### src/rtl/grabor_pkg.sv
// rtl/grabor_pkg.sv - shared frame grabber constants and readout state encoding
package grabor_pkg;

    // Default SRAM address width of the grabber frame store
    localparam int DEF_ADDR_W = 19;

    // Frame header: columns LSB/MSB, rows LSB/MSB
    localparam int HDR_LEN = 4;

    typedef enum logic [2:0] {
        IDLE,
        FETCH,
        PRESENT,
        STROBE,
        CSUM
    } rd_state_t;

endpackage

### src/rtl/frame_readout_if.sv
// rtl/frame_readout_if.sv - SRAM read port and MCU byte bus of the frame readout engine
interface frame_readout_if #(
    parameter int ADDR_W = grabor_pkg::DEF_ADDR_W
);
    logic [ADDR_W-1:0] sram_address;
    logic              sram_req;
    logic [7:0]        sram_q;
    logic [7:0]        pixelout;
    logic              outclk;
    logic              busy;
    logic              frame_end;

    // Readout engine side
    modport master (
        output sram_address, sram_req, pixelout, outclk, busy, frame_end,
        input  sram_q
    );

    // SRAM controller / MCU side
    modport slave (
        input  sram_address, sram_req, pixelout, outclk, busy, frame_end,
        output sram_q
    );

endinterface

### src/rtl/edge_sync.sv
// rtl/edge_sync.sv - 3-flop synchronizer with rising-edge pulse output
module edge_sync (
    input  logic i_clk,
    input  logic i_rst,
    input  logic i_async,
    output logic o_rise
);

    logic [2:0] r_sync;

    // Shift the asynchronous pin through three flops
    always_ff @(posedge i_clk) begin
        if (i_rst) begin
            r_sync <= '0;
        end else begin
            r_sync <= {r_sync[1:0], i_async};
        end
    end

    // One-cycle pulse when the second stage sees a new high level
    assign o_rise = r_sync[1] & ~r_sync[2];

endmodule

### src/rtl/frame_readout.sv
// rtl/frame_readout.sv - SRAM to MCU byte-serial burst readout engine (option: READOUT_CHECKSUM_EN)
module frame_readout
    import grabor_pkg::*;
#(
    parameter int ADDR_W    = DEF_ADDR_W,
    parameter int BURST_LEN = 2048,
    parameter int CLK_DIV   = 64,
    parameter int SRAM_LAT  = 2
) (
    input  logic              i_clk,
    input  logic              i_rst,
    input  logic              i_xfr,
    input  logic              i_rewind,
    input  logic [ADDR_W-1:0] i_frame_bytes,
    frame_readout_if.master   bus
);

    localparam int CNT_W  = $clog2(BURST_LEN + 1);
    localparam int SLOT_W = $clog2(CLK_DIV);

    localparam logic [CNT_W-1:0]  CNT_MAX        = CNT_W'(BURST_LEN);
    localparam logic [SLOT_W-1:0] SLOT_LAT_LAST  = SLOT_W'(SRAM_LAT - 1);
    localparam logic [SLOT_W-1:0] SLOT_LAT       = SLOT_W'(SRAM_LAT);
    localparam logic [SLOT_W-1:0] SLOT_HALF_LAST = SLOT_W'(CLK_DIV / 2 - 1);
    localparam logic [SLOT_W-1:0] SLOT_FE        = SLOT_W'(CLK_DIV - 2);
    localparam logic [SLOT_W-1:0] SLOT_LAST      = SLOT_W'(CLK_DIV - 1);

    rd_state_t         r_state;
    logic [ADDR_W-1:0] r_ptr;
    logic [ADDR_W-1:0] r_fb;
    logic [CNT_W-1:0]  r_cnt;
    logic [SLOT_W-1:0] r_slot;
    logic [7:0]        r_pixel;
    logic              r_outclk;
    logic              r_busy;
    logic              r_sram_req;
    logic              r_frame_end;
    logic              r_rew_pend;
`ifdef READOUT_CHECKSUM_EN
    logic [7:0]        r_sum;
`endif

    logic              w_xfr_edge;
    logic              w_rew_edge;
    logic [ADDR_W-1:0] w_ptr_nxt;
    logic [CNT_W-1:0]  w_cnt_nxt;
    logic              w_hit_end;

    edge_sync u_xfr_sync (
        .i_clk   (i_clk),
        .i_rst   (i_rst),
        .i_async (i_xfr),
        .o_rise  (w_xfr_edge)
    );

    edge_sync u_rew_sync (
        .i_clk   (i_clk),
        .i_rst   (i_rst),
        .i_async (i_rewind),
        .o_rise  (w_rew_edge)
    );

    assign w_ptr_nxt = r_ptr + ADDR_W'(1);
    assign w_cnt_nxt = r_cnt + CNT_W'(1);
    assign w_hit_end = (w_ptr_nxt == r_fb);

    // Burst sequencer: one CLK_DIV-cycle slot per byte, outputs all registered
    always_ff @(posedge i_clk) begin
        if (i_rst) begin
            r_state     <= IDLE;
            r_ptr       <= '0;
            r_fb        <= '0;
            r_cnt       <= '0;
            r_slot      <= '0;
            r_pixel     <= '0;
            r_outclk    <= 1'b0;
            r_busy      <= 1'b0;
            r_sram_req  <= 1'b0;
            r_frame_end <= 1'b0;
            r_rew_pend  <= 1'b0;
`ifdef READOUT_CHECKSUM_EN
            r_sum       <= '0;
`endif
        end else begin
            r_frame_end <= 1'b0;
            // A rewind during a burst must not disturb the running address
            if (r_state != IDLE && w_rew_edge) begin
                r_rew_pend <= 1'b1;
            end
            case (r_state)
                IDLE: begin
                    r_slot <= '0;
                    if (w_rew_edge || r_rew_pend) begin
                        r_ptr      <= '0;
                        r_rew_pend <= 1'b0;
                    end
                    if (w_xfr_edge) begin
                        r_fb       <= i_frame_bytes;
                        r_cnt      <= '0;
                        r_busy     <= 1'b1;
                        r_sram_req <= 1'b1;
                        r_state    <= FETCH;
`ifdef READOUT_CHECKSUM_EN
                        r_sum      <= '0;
`endif
                    end
                end
                FETCH: begin
                    if (r_fb == '0) begin
                        // Empty frame: report the end immediately, no bytes
                        r_frame_end <= 1'b1;
                        r_ptr       <= '0;
                        r_busy      <= 1'b0;
                        r_sram_req  <= 1'b0;
                        r_state     <= IDLE;
                    end else begin
                        if (r_slot == SLOT_LAT_LAST) begin
                            r_state <= PRESENT;
                        end
                        r_slot <= r_slot + SLOT_W'(1);
                    end
                end
                PRESENT: begin
                    if (r_slot == SLOT_LAT) begin
                        r_pixel <= bus.sram_q;
`ifdef READOUT_CHECKSUM_EN
                        r_sum   <= r_sum + bus.sram_q;
`endif
                    end
                    if (r_slot == SLOT_HALF_LAST) begin
                        r_outclk <= 1'b1;
                        r_state  <= STROBE;
                    end
                    r_slot <= r_slot + SLOT_W'(1);
                end
                STROBE: begin
                    // Registered so the pulse lands in the slot's last cycle
                    if (r_slot == SLOT_FE) begin
                        r_frame_end <= w_hit_end;
                    end
                    if (r_slot == SLOT_LAST) begin
                        r_outclk <= 1'b0;
                        r_slot   <= '0;
                        r_cnt    <= w_cnt_nxt;
                        r_ptr    <= w_hit_end ? '0 : w_ptr_nxt;
                        if (w_hit_end || w_cnt_nxt == CNT_MAX) begin
                            r_sram_req <= 1'b0;
`ifdef READOUT_CHECKSUM_EN
                            r_state    <= CSUM;
`else
                            r_busy     <= 1'b0;
                            r_state    <= IDLE;
`endif
                        end else begin
                            r_state <= FETCH;
                        end
                    end else begin
                        r_slot <= r_slot + SLOT_W'(1);
                    end
                end
`ifdef READOUT_CHECKSUM_EN
                CSUM: begin
                    // Extra slot carrying the byte sum, same strobe shape
                    if (r_slot == SLOT_LAT) begin
                        r_pixel <= r_sum;
                    end
                    if (r_slot == SLOT_HALF_LAST) begin
                        r_outclk <= 1'b1;
                    end
                    if (r_slot == SLOT_LAST) begin
                        r_outclk <= 1'b0;
                        r_busy   <= 1'b0;
                        r_slot   <= '0;
                        r_state  <= IDLE;
                    end else begin
                        r_slot <= r_slot + SLOT_W'(1);
                    end
                end
`endif
                default: begin
                    r_state <= IDLE;
                end
            endcase
        end
    end

    assign bus.sram_address = r_ptr;
    assign bus.sram_req     = r_sram_req;
    assign bus.pixelout     = r_pixel;
    assign bus.outclk       = r_outclk;
    assign bus.busy         = r_busy;
    assign bus.frame_end    = r_frame_end;

endmodule

### src/flat_wrapper.sv
// flat-port wrapper written by rule: the top's interface ports become plain ports
module frame_readout_flat import grabor_pkg::*;
#(
    parameter int ADDR_W    = DEF_ADDR_W,
    parameter int BURST_LEN = 2048,
    parameter int CLK_DIV   = 64,
    parameter int SRAM_LAT  = 2
)
  (i_clk, i_rst, i_xfr, i_rewind, i_frame_bytes, bus_sram_address, bus_sram_req, bus_pixelout, bus_outclk, bus_busy, bus_frame_end, bus_sram_q);
  frame_readout_if #(.ADDR_W(ADDR_W)) bus_i ();
  input  logic i_clk;
  input  logic i_rst;
  input  logic i_xfr;
  input  logic i_rewind;
  input  logic [ADDR_W-1:0] i_frame_bytes;
  output wire logic [$bits(bus_i.sram_address)-1:0] bus_sram_address;
  output wire logic [$bits(bus_i.sram_req)-1:0] bus_sram_req;
  output wire logic [$bits(bus_i.pixelout)-1:0] bus_pixelout;
  output wire logic [$bits(bus_i.outclk)-1:0] bus_outclk;
  output wire logic [$bits(bus_i.busy)-1:0] bus_busy;
  output wire logic [$bits(bus_i.frame_end)-1:0] bus_frame_end;
  input wire logic [$bits(bus_i.sram_q)-1:0] bus_sram_q;
  assign bus_sram_address = bus_i.sram_address;
  assign bus_sram_req = bus_i.sram_req;
  assign bus_pixelout = bus_i.pixelout;
  assign bus_outclk = bus_i.outclk;
  assign bus_busy = bus_i.busy;
  assign bus_frame_end = bus_i.frame_end;
  assign bus_i.sram_q = bus_sram_q;
  frame_readout #(.ADDR_W(ADDR_W), .BURST_LEN(BURST_LEN), .CLK_DIV(CLK_DIV), .SRAM_LAT(SRAM_LAT)) u_core (.i_clk(i_clk), .i_rst(i_rst), .i_xfr(i_xfr), .i_rewind(i_rewind), .i_frame_bytes(i_frame_bytes), .bus(bus_i));
endmodule
### config.mk
export PLATFORM = sky130hd
export DESIGN_NAME = frame_readout_flat
export DESIGN_NICKNAME = d
export VERILOG_FILES = /design/src/rtl/grabor_pkg.sv /design/src/rtl/frame_readout_if.sv /design/src/rtl/edge_sync.sv /design/src/rtl/frame_readout.sv /design/src/flat_wrapper.sv
export SDC_FILE = /design/constraint.sdc
export NUM_CORES = 1
export LEC_CHECK = 0
export CORE_ASPECT_RATIO = 1.2
export CORE_MARGIN = 2
export CORE_UTILIZATION = 40
export DETAILED_ROUTE_END_ITERATION = 7
export PLACE_DENSITY = 0.72
export SLEW_MARGIN = 20
export SYNTH_ARGS = -nofsm -noshare
export SYNTH_HDL_FRONTEND = slang
export SYNTH_SLANG_ARGS = --single-unit
### constraint.sdc
create_clock -name i_clk -period 5.9 [get_ports i_clk]
set_input_delay 0.885 -clock i_clk [delete_from_list [all_inputs] [get_ports i_clk]]
set_output_delay 0.885 -clock i_clk [all_outputs]
set_load 0.01 [all_outputs]
---- Yosys cells after proc, flatten, opt, wreduce, memory -nomap -nowiden ----
Cells that the tools add are included.
storage, ports and cells
  bits in registers ....................... 77
  bits of input ports ..................... 31
  output and inout bits ................... 31
  logic and storage cells ................. 87
operators by class
  add/sub/neg operators ................... 3
  equality and inequality tests ........... 18
  mux-type cells .......................... 32
  bitwise operators ....................... 4
  reduce and logical (&&, ||, !) cells .... 18
operators by type and width
  operator                                                                  count
  19-bit two-way mux                                                        4
  19-bit one-hot mux with 3 select lines                                    1
  12-bit two-way mux                                                        2
  12-bit one-hot mux with 2 select lines                                    1
  6-bit one-hot mux with 4 select lines                                     1
  19-bit by 1-bit adder with 19-bit output (second input constant)          1
  19-bit equality test                                                      1
  19-bit logical NOT                                                        1
  3-bit two-way mux                                                         5
  12-bit by 1-bit adder with 12-bit output (second input constant)          1
  12-bit equality test (second input constant)                              1
  6-bit equality test (second input constant)                               2
  1-bit two-way mux                                                         12
  6-bit two-way mux                                                         2
  3-bit one-hot mux with 4 select lines                                     1
  2-bit by 1-bit inequality test with 1-bit output (second input constant)  5
  4-bit AND reduction                                                       2
  6-bit by 1-bit adder with 6-bit output (second input constant)            1
  3-bit by 2-bit equality test with 1-bit output (second input constant)    2
  6-bit by 1-bit equality test with 1-bit output (second input constant)    1
  6-bit by 2-bit equality test with 1-bit output (second input constant)    1
  6-bit by 5-bit equality test with 1-bit output (second input constant)    1
  2-bit AND reduction                                                       3
  3-bit AND reduction                                                       2
  14 further kinds                                                          21

---- Depth between registers and ports, before layout ----
Gate-level depths: netlist of the first run.
  word-level depth ........................ 6
  gate-level depth with buffers ........... 10
  depth with buffers taken out ............ 8

---- Hierarchy ----
From an unflattened synthesis of the first run, not the netlist that was laid out.
unflattened totals
  cells, all modules ...................... 509
  area, all modules ....................... 4,077.7 um^2
by module, submodules not included
  module         times used  cells each  area each (um^2)  sequential area each (um^2)
  frame_readout  1           495         3,902.5           1,401.3
  edge_sync      2           7           87.6              60.1

---- Worst setup path before layout of the first run ----
OpenSTA, ideal clock, no wires.
  path type ............................... register to register
  start ................................... reg u_core.r_ptr[0] (netlist: u_core.bus.sram_address[0])
  end ..................................... reg u_core.r_ptr[12] (netlist: u_core.bus.sram_address[12])
  library setup time ...................... 137 ps
  arrival time ............................ 2,411 ps
  path slack .............................. 3,352 ps
  stages on the path, launching flop included .. 10
  buffers on the path ..................... 1
  period minus slack after synthesis ...... 2,548 ps
  cell sequence ........................... dfxtp_1 > ha_1 > nand4_1 > nor4_1 > a21oi_1 > a2111oi_0 > nand4_1 > buf_2 > o21ai_4 > a211oi_1
on the way
  cells in the longest elaborated chain, start to end .. 5
ends and longest elaborated chain
  what                                          RTL line              source
  start: declaration                            frame_readout.sv:29   logic [ADDR_W-1:0] r_ptr;
  start signal: assignment                      frame_readout.sv:145  r_ptr <= w_hit_end ? '0 : w_ptr_nxt;
  19-bit by 1-bit adder with 19-bit output (*)  frame_readout.sv:63   assign w_ptr_nxt = r_ptr + ADDR_W'(1);
  19-bit equality test                          frame_readout.sv:65   assign w_hit_end = (w_ptr_nxt == r_fb);
  19-bit two-way mux (*)                        frame_readout.sv:145
  19-bit two-way mux (*)                        frame_readout.sv:141  if (r_slot == SLOT_LAST) begin
  19-bit one-hot mux with 3 select lines (*)    frame_readout.sv:90   case (r_state)
Mark *: on every way between the ends. The rest lies on a longest branch, timed or not. The select of a mux whose other input is x is not followed.
A chain may end at the register's enable or synchronous reset.

---- Final worst setup path of the first run ----
  start ................................... reg u_core.r_ptr[0] (netlist: u_core.bus.sram_address[0])
  end ..................................... reg u_core.r_ptr[2] (netlist: u_core.bus.sram_address[2])
The elaborated chain is that of the path after synthesis.

==> impl_metrics.env, run 1 <==
export IMPL_hold_path_class="reg -> reg"
export IMPL_globalplace_congestion=0.961
export IMPL_crit_buf_inv=0
export IMPL_cp_slowest_cell="nor4_1"
export IMPL_grt_pass1_wl_mm=19.7
export IMPL_avgRoutedWirePerCell_um=16.8
export IMPL_grt_max_degree=72
export IMPL_fp_dieW_um=98.4
export IMPL_power_leakage_uw=0.00174
export IMPL_synth_cell_type_count=55
export IMPL_finalHoldViolCount=0
export IMPL_grt_usage_pct=20.9
export IMPL_report_final_slew_viol_count=0
export IMPL_ys_flop_type="dfxtp_1"
export IMPL_min_period_ns=3.40
export IMPL_final_common_cell="nand2_1"
export IMPL_clk_pin_slew_worst_paths_ns=0.06
export IMPL_overflow=0
export IMPL_core_um2=10500
export IMPL_worstPathRequired_ns=6.07
export IMPL_dr_total_vias=4156
export IMPL_power_density_nw_per_um2=292
export IMPL_cts_tree="built"
export IMPL_antenna_found_initial=0
export IMPL_cap_viol_max_count=0
export IMPL_hold_slack_ns=0.444
export IMPL_crit_top_cell="nand4_1"
export IMPL_fin_nets=618
export IMPL_critPathTopFamily="simple AND/OR/NAND/NOR gates"
export IMPL_cts_sinks=76
export IMPL_rows=41
export IMPL_hold_path_startpoint="u_core.u_xfr_sync.r_sync[0]"
export IMPL_setup_violations=0
export IMPL_async_reset_ff_share_pct=0
export IMPL_fmax_mhz=294
export IMPL_dieHeight_um=117
export IMPL_syn_mean_instance_area_um2=7.94
export IMPL_max_slew_margin_pct=47.7
export IMPL_cts_setup_buffers=0
export IMPL_start_kind="register"
export IMPL_synth_edf_count=0
export IMPL_worstPathArrival_ns=3.57
export IMPL_worst_r2r_path_depth=8
export IMPL_syn_inst=538
export IMPL_min_to="u_core.u_xfr_sync.r_sync[1]"
export IMPL_clk_insertion_delay_late_ns=0.33
export IMPL_min_path_cells=1
export IMPL_critical_path_endpoint_type="register"
export IMPL_vdd_drop_max_mv=0.152
export IMPL_ios=62
export IMPL_fin_skew_ns=0.00727
export IMPL_initial_core_util_pct=40.8
export IMPL_rsz0062_at_grt="no"
export IMPL_clockBufferDepth=2
export IMPL_synth_seq_cells=76
export IMPL_firstDrtPassIters=4
export IMPL_worstPathCellList="ha_1, nand4_1, nor4_1, xnor2_1, and4_1, nand4_1, o21ai_4, a211oi_1"
export IMPL_port_buffers=61
export IMPL_syn_area_um2=4270
export IMPL_vias_per_cell=5.85
export IMPL_synth_fp_nets=578
export IMPL_wl_mm=11.9
export IMPL_htreeDepth=3
export IMPL_ant_nets=0
export IMPL_reg2reg_to="u_core.bus.sram_address[2]"
export IMPL_grt_pass1_vias=4028
export IMPL_tightest_slew_ns=0.779
export IMPL_cts_inserted_buffers=9
export IMPL_cts_hold_repair_buffers=0
export IMPL_period_share_pct=57.6
export IMPL_fin_setup_tns_ns=0
export IMPL_cts_resized=0
export IMPL_most_common_layout_cells="78 x nand2_1, 76 x dfxtp_1, 60 x clkdlybuf4s50_1"
export IMPL_status="complete, no violations"
export IMPL_hpwl_mm=8.58
export IMPL_drive_gt1_share_pct=5.85
export IMPL_critPathKind="reg -> reg"
export IMPL_ys_warn_count=0
export IMPL_first_iter_violations=195
export IMPL_rrSetupSlack_ns=2.50
export IMPL_cp_max_fo=11
export IMPL_drt_drc_violations_left=0
export IMPL_seq_area_frac_synth_pct=35.6
export IMPL_area_growth_pct=21.5
export IMPL_reg2reg_from="u_core.bus.sram_address[0]"
export IMPL_max_stage_delay_ns=0.60
export IMPL_die_area_um2=11500
export IMPL_antenna_cells=0
export IMPL_cts_root_buffer="clkbuf_16"
==> stage by stage <==
step | cells | worst slack, ns | util [%] | instance area [µm²] | power (µW)
final | 710 | 2.50 | 49.6 | 5190 | 1520
after global routing | 710 | 2.13 | 49.6 | 5190 | 1600
after CTS | 710 | 2.54 | 49.6 | 5190 | 1520
after detailed placement | 696 | 2.54 | 46.9 | 4910 | 1000
after global placement | 696 | 2.58 | 46.9 | 4910 | 994
after floorplan | 538 | 3.35 | - | 4270 | 886
==> worst reg2reg max path: stages, from the launching register on <==
cell      delay [ns]
dfxtp_1         0.45
ha_1            0.30
nand4_1         0.26
nor4_1          0.60
xnor2_1         0.20
and4_1          0.25
nand4_1         0.50
o21ai_4         0.53
a211oi_1        0.14
==> logic make-up (layout without fill, tap and decap cells) <==
family                     after synthesis  in the layout  share of synthesized area [%]
DFF                                     76             76                           35.6
muxes                                   12             12                           2.87
buffers and inverters                   46             89                           4.57
AOI/OAI and AO/OA                      117            117                           17.6
adders and majority gates                9              9                           2.63
xor gates and xnor gates                33             33                           6.76
and+or+nand+nor                        245            245                           29.9
==> Yosys cell counts, types with 3 or more instances <==
cell type | count | area share [%]
clkbuf_1 | 24 | 2.1
and4_1 | 6 | 1.2
a21o_1 | 3 | 0.53
ha_1 | 9 | 2.6
nor2_1 | 39 | 3.4
a211oi_1 | 9 | 1.6
a2111oi_0 | 4 | 0.82
inv_1 | 11 | 0.97
or4_1 | 7 | 1.2
nor2b_1 | 11 | 1.6
nor3_2 | 5 | 1.2
dfxtp_1 | 76 | 36
nand2b_1 | 10 | 1.5
nand4_1 | 14 | 2.0
mux2i_1 | 10 | 2.3
xor2_1 | 11 | 2.3
a31oi_1 | 10 | 1.5
or3_1 | 9 | 1.3
nor3_1 | 11 | 1.3
a21oi_1 | 43 | 5.0
and3_1 | 15 | 2.2
nor4_1 | 13 | 1.9
o21ai_0 | 20 | 2.3
nand3_1 | 15 | 1.8
buf_2 | 9 | 1.1
o211ai_1 | 3 | 0.53
nand4b_1 | 5 | 1.0
xnor2_1 | 22 | 4.5
nand2_1 | 78 | 6.9
o22ai_1 | 6 | 0.88
==> cell type report <==
cell class	instances	area [µm²]
flip-flops and latches	76	1520
repair buffers	64	628
fillers	1047	5270
clock inverters	2	10.0
inverters	11	41.3
well taps	129	161
multi-input cells	416	2560
clock buffers	12	267
==> worst max path at each step <==
stage          cells after the start                       start                     endpoint  slack (ns)
3_5_place_dp                       8  u_core.bus.sram_address[0]   u_core.bus.sram_address[2]        2.54
5_1_grt                            8  u_core.bus.sram_address[0]  u_core.bus.sram_address[13]        2.13
4_1_cts                            8  u_core.bus.sram_address[0]   u_core.bus.sram_address[2]        2.54
6_report                           8  u_core.bus.sram_address[0]   u_core.bus.sram_address[2]        2.50
2_1_floorplan                      9  u_core.bus.sram_address[0]  u_core.bus.sram_address[12]        3.35
3_3_place_gp                       7  u_core.bus.sram_address[5]  u_core.bus.sram_address[14]        2.58
==> metal layers <==
metal	part of all wire (%)	vias up	global-route usage, %	wire [µm]
li1	-	2019	-	-
met3	4.8	26	3.27	569
met2	51	131	38.3	6080
met5	0	-	0	0
met1	42	1980	25.0	4950
met4	2.7	0	7.67	316
==> flip-flops by register name, indices dropped and copies added, names as in the netlist <==
register                  cells
u_core.bus.sram_address      19
u_core.r_fb                  19
u_core.r_cnt                 12
u_core.bus.pixelout           8
u_core.r_slot                 6
u_core.u_rew_sync.r_sync      3
u_core.u_xfr_sync.r_sync      3
u_core.r_state                2
u_core.bus.busy               1
u_core.bus.frame_end          1
u_core.bus.outclk             1
u_core.r_rew_pend             1
==> report_power, final <==
part | total (µW) | leakage (µW) | internal, µW | switching, µW
Sequential | 563 | 0.000615 | 538 | 25.4
Combinational | 442 | 0.000981 | 150 | 293
Clock | 511 | 0.000140 | 313 | 198
Power figures use the tool's default switching activity.
==> inputs of run 2 (changes only) <==
clock period = 3.6 ns   (was 5.9 ns; I/O delays follow)
==> run 2 against run 1 <==
Against the previous run:
- utilization rose by 1.3 points
- combinational power is 71% higher
- register-to-register slack worse by 1.9 ns
- non-clock buffer count up 12
- via count down 0.22%
- clock skew up 0.0040 ns
- design area is 2.6% higher
- first-iteration DRC count is 3.6% higher
- sequential share of layout area down 0.74 points
- global-route usage increased by 1.0 points
- setup slack got worse by 1.9 ns
- highest routed layer unchanged
==> impl_metrics.env, run 2 (synthesis results as in run 1) <==
export IMPL_status="complete, no violations"
export IMPL_fmax_mhz=332
export IMPL_power_density_nw_per_um2=499
export IMPL_internal_power_uw=1770
export IMPL_power_uw=2660
export IMPL_multi_input_area_um2=2560
export IMPL_core_um2=10500
export IMPL_grt_usage_pct=22.0
export IMPL_swShare_pct=33.4
export IMPL_wl_mm=12.4
export IMPL_antenna_found_initial=0
export IMPL_fin_ws_ns=0.588
export IMPL_first_iter_violations=202
export IMPL_regArea_um2=1520
export IMPL_p_sw_uw=887
export IMPL_worstPathRequired_ns=3.81
export IMPL_cp_max_fo=11
export IMPL_drt_drc_violations_left=0
export IMPL_clk_pin_slew_worst_paths_ns=0.06
export IMPL_hpwl_mm=8.91
export IMPL_port_buffers=61
export IMPL_rsz0062_at_grt="no"
export IMPL_htreeDepth=3
export IMPL_rows=41
export IMPL_period_share_pct=83.7
export IMPL_met1_usage_pct=25.2
export IMPL_tightest_slew_ns=0.807
export IMPL_vias_per_cell=5.73
export IMPL_avgRoutedWirePerCell_um=17.1
export IMPL_worstPathArrival_ns=3.22
export IMPL_drive_gt1_share_pct=8.07
export IMPL_min_period_ns=3.01
export IMPL_finalHoldViolCount=0
export IMPL_cts_sinks=76
export IMPL_cap_viol_max_count=0
export IMPL_setup_violations=0
export IMPL_final_common_cell="nand2_1"
export IMPL_grt_pass1_vias=4065
export IMPL_fin_skew_ns=0.0113
export IMPL_overflow=0
export IMPL_pwr_share_seq_pct=34.6
export IMPL_area_growth_pct=24.6
export IMPL_nFillCells=1046
export IMPL_vdd_drop_max_mv=0.259
export IMPL_ios=62
export IMPL_report_final_slew_viol_count=0
export IMPL_fin_setup_tns_ns=0
export IMPL_worst_r2r_path_depth=9
export IMPL_critical_path_endpoint_type="register"
export IMPL_min_path_cells=1
export IMPL_initial_core_util_pct=40.8
export IMPL_cts_root_buffer="clkbuf_16"
export IMPL_cts_setup_buffers=0
export IMPL_start_kind="register"
export IMPL_dr_total_vias=4147
export IMPL_clk_insertion_delay_late_ns=0.34
export IMPL_dieHeight_um=117
export IMPL_die_area_um2=11500
export IMPL_met3_usage_pct=3.74
export IMPL_hold_path_class="reg -> reg"
export IMPL_combPwrFrac_pct=28.4
export IMPL_grt_max_degree=44
export IMPL_clockBufferDepth=2
export IMPL_critPathKind="reg -> reg"
export IMPL_fin_nets=630
export IMPL_globalplace_congestion=0.930
export IMPL_most_common_layout_cells="78 x nand2_1, 76 x dfxtp_1, 60 x clkdlybuf4s50_1"
export IMPL_clkPwrFrac_pct=37.0
export IMPL_place_worst_setup_slack_ns=0.672
export IMPL_cts_tree="built"
export IMPL_fp_dieW_um=98.4
export IMPL_ant_nets=0
export IMPL_grt_busiest_layer="met2"
export IMPL_power_leakage_uw=0.00182
export IMPL_firstDrtPassIters=5
export IMPL_max_slew_margin_pct=46.2
export IMPL_cts_resized=0
export IMPL_grt_pass1_wl_mm=20.0
export IMPL_use_met2_pct=39.6
export IMPL_cts_hold_repair_buffers=0
export IMPL_cts_inserted_buffers=9
export IMPL_antenna_cells=0
[run 2: changes by cell type in the layout (fill, tap and decap cells not counted), sizes merged]
cell / change
buf: +12
clkinv: +2
clkbuf: -2
bufinv: +2
[run 2: power by group through the flow]
stage	clock network (µW)	logic [µW]	registers (µW)
final	982	755	921
after global routing	1040	817	926
after CTS	1000	748	921
after detailed placement	0	743	939
after global placement	0	730	937
after floorplan	0	522	930
[run 2: path summary, 6_finish.rpt]
check                              start                           to  slack, ns
max           u_core.bus.sram_address[0]  u_core.bus.sram_address[18]       0.59
min          u_core.u_rew_sync.r_sync[0]  u_core.u_rew_sync.r_sync[1]       0.43
max reg2reg   u_core.bus.sram_address[0]  u_core.bus.sram_address[18]       0.59
min reg2reg  u_core.u_rew_sync.r_sync[0]  u_core.u_rew_sync.r_sync[1]       0.43
[run 2: cell type report]
cell class / count / share of cell area (%)
clock inverter: 6 / 1.64
clock buffer: 10 / 4.49
timing repair buffer: 76 / 13.5
inverter: 11 / 0.775
sequential: 76 / 28.6
tap: 129 / 3.03
multi-input combinational: 416 / 48.0
[run 2: metal layers]
| metal | share of wire [%] | vias to the layer above |
|---|---|---|
| met5 | 0 | - |
| met4 | 3.5 | 0 |
| met3 | 4.3 | 30 |
| met2 | 50 | 119 |
| met1 | 42 | 1961 |
| li1 | - | 2037 |
[run 2: critical path: stages, from the launching register on]
cell,delay [ns]
dfxtp_1,0.46
ha_1,0.30
nand4_1,0.26
nor4_1,0.52
a21oi_1,0.07
a2111oi_0,0.41
nand4_1,0.14
buf_4,0.22
o211ai_1,0.35
o21ai_0,0.14
[run 2: through the flow]
stage          area (µm²)  hold WS (ns)  utilization [%]  instances
6_report             5330         0.433             50.9        724
5_1_grt              5330         0.454             50.9        724
4_1_cts              5330         0.436             50.9        724
3_5_place_dp         5000         0.422             47.8        708
3_3_place_gp         5000         0.423             47.8        708
2_1_floorplan        4270         0.414                -        538
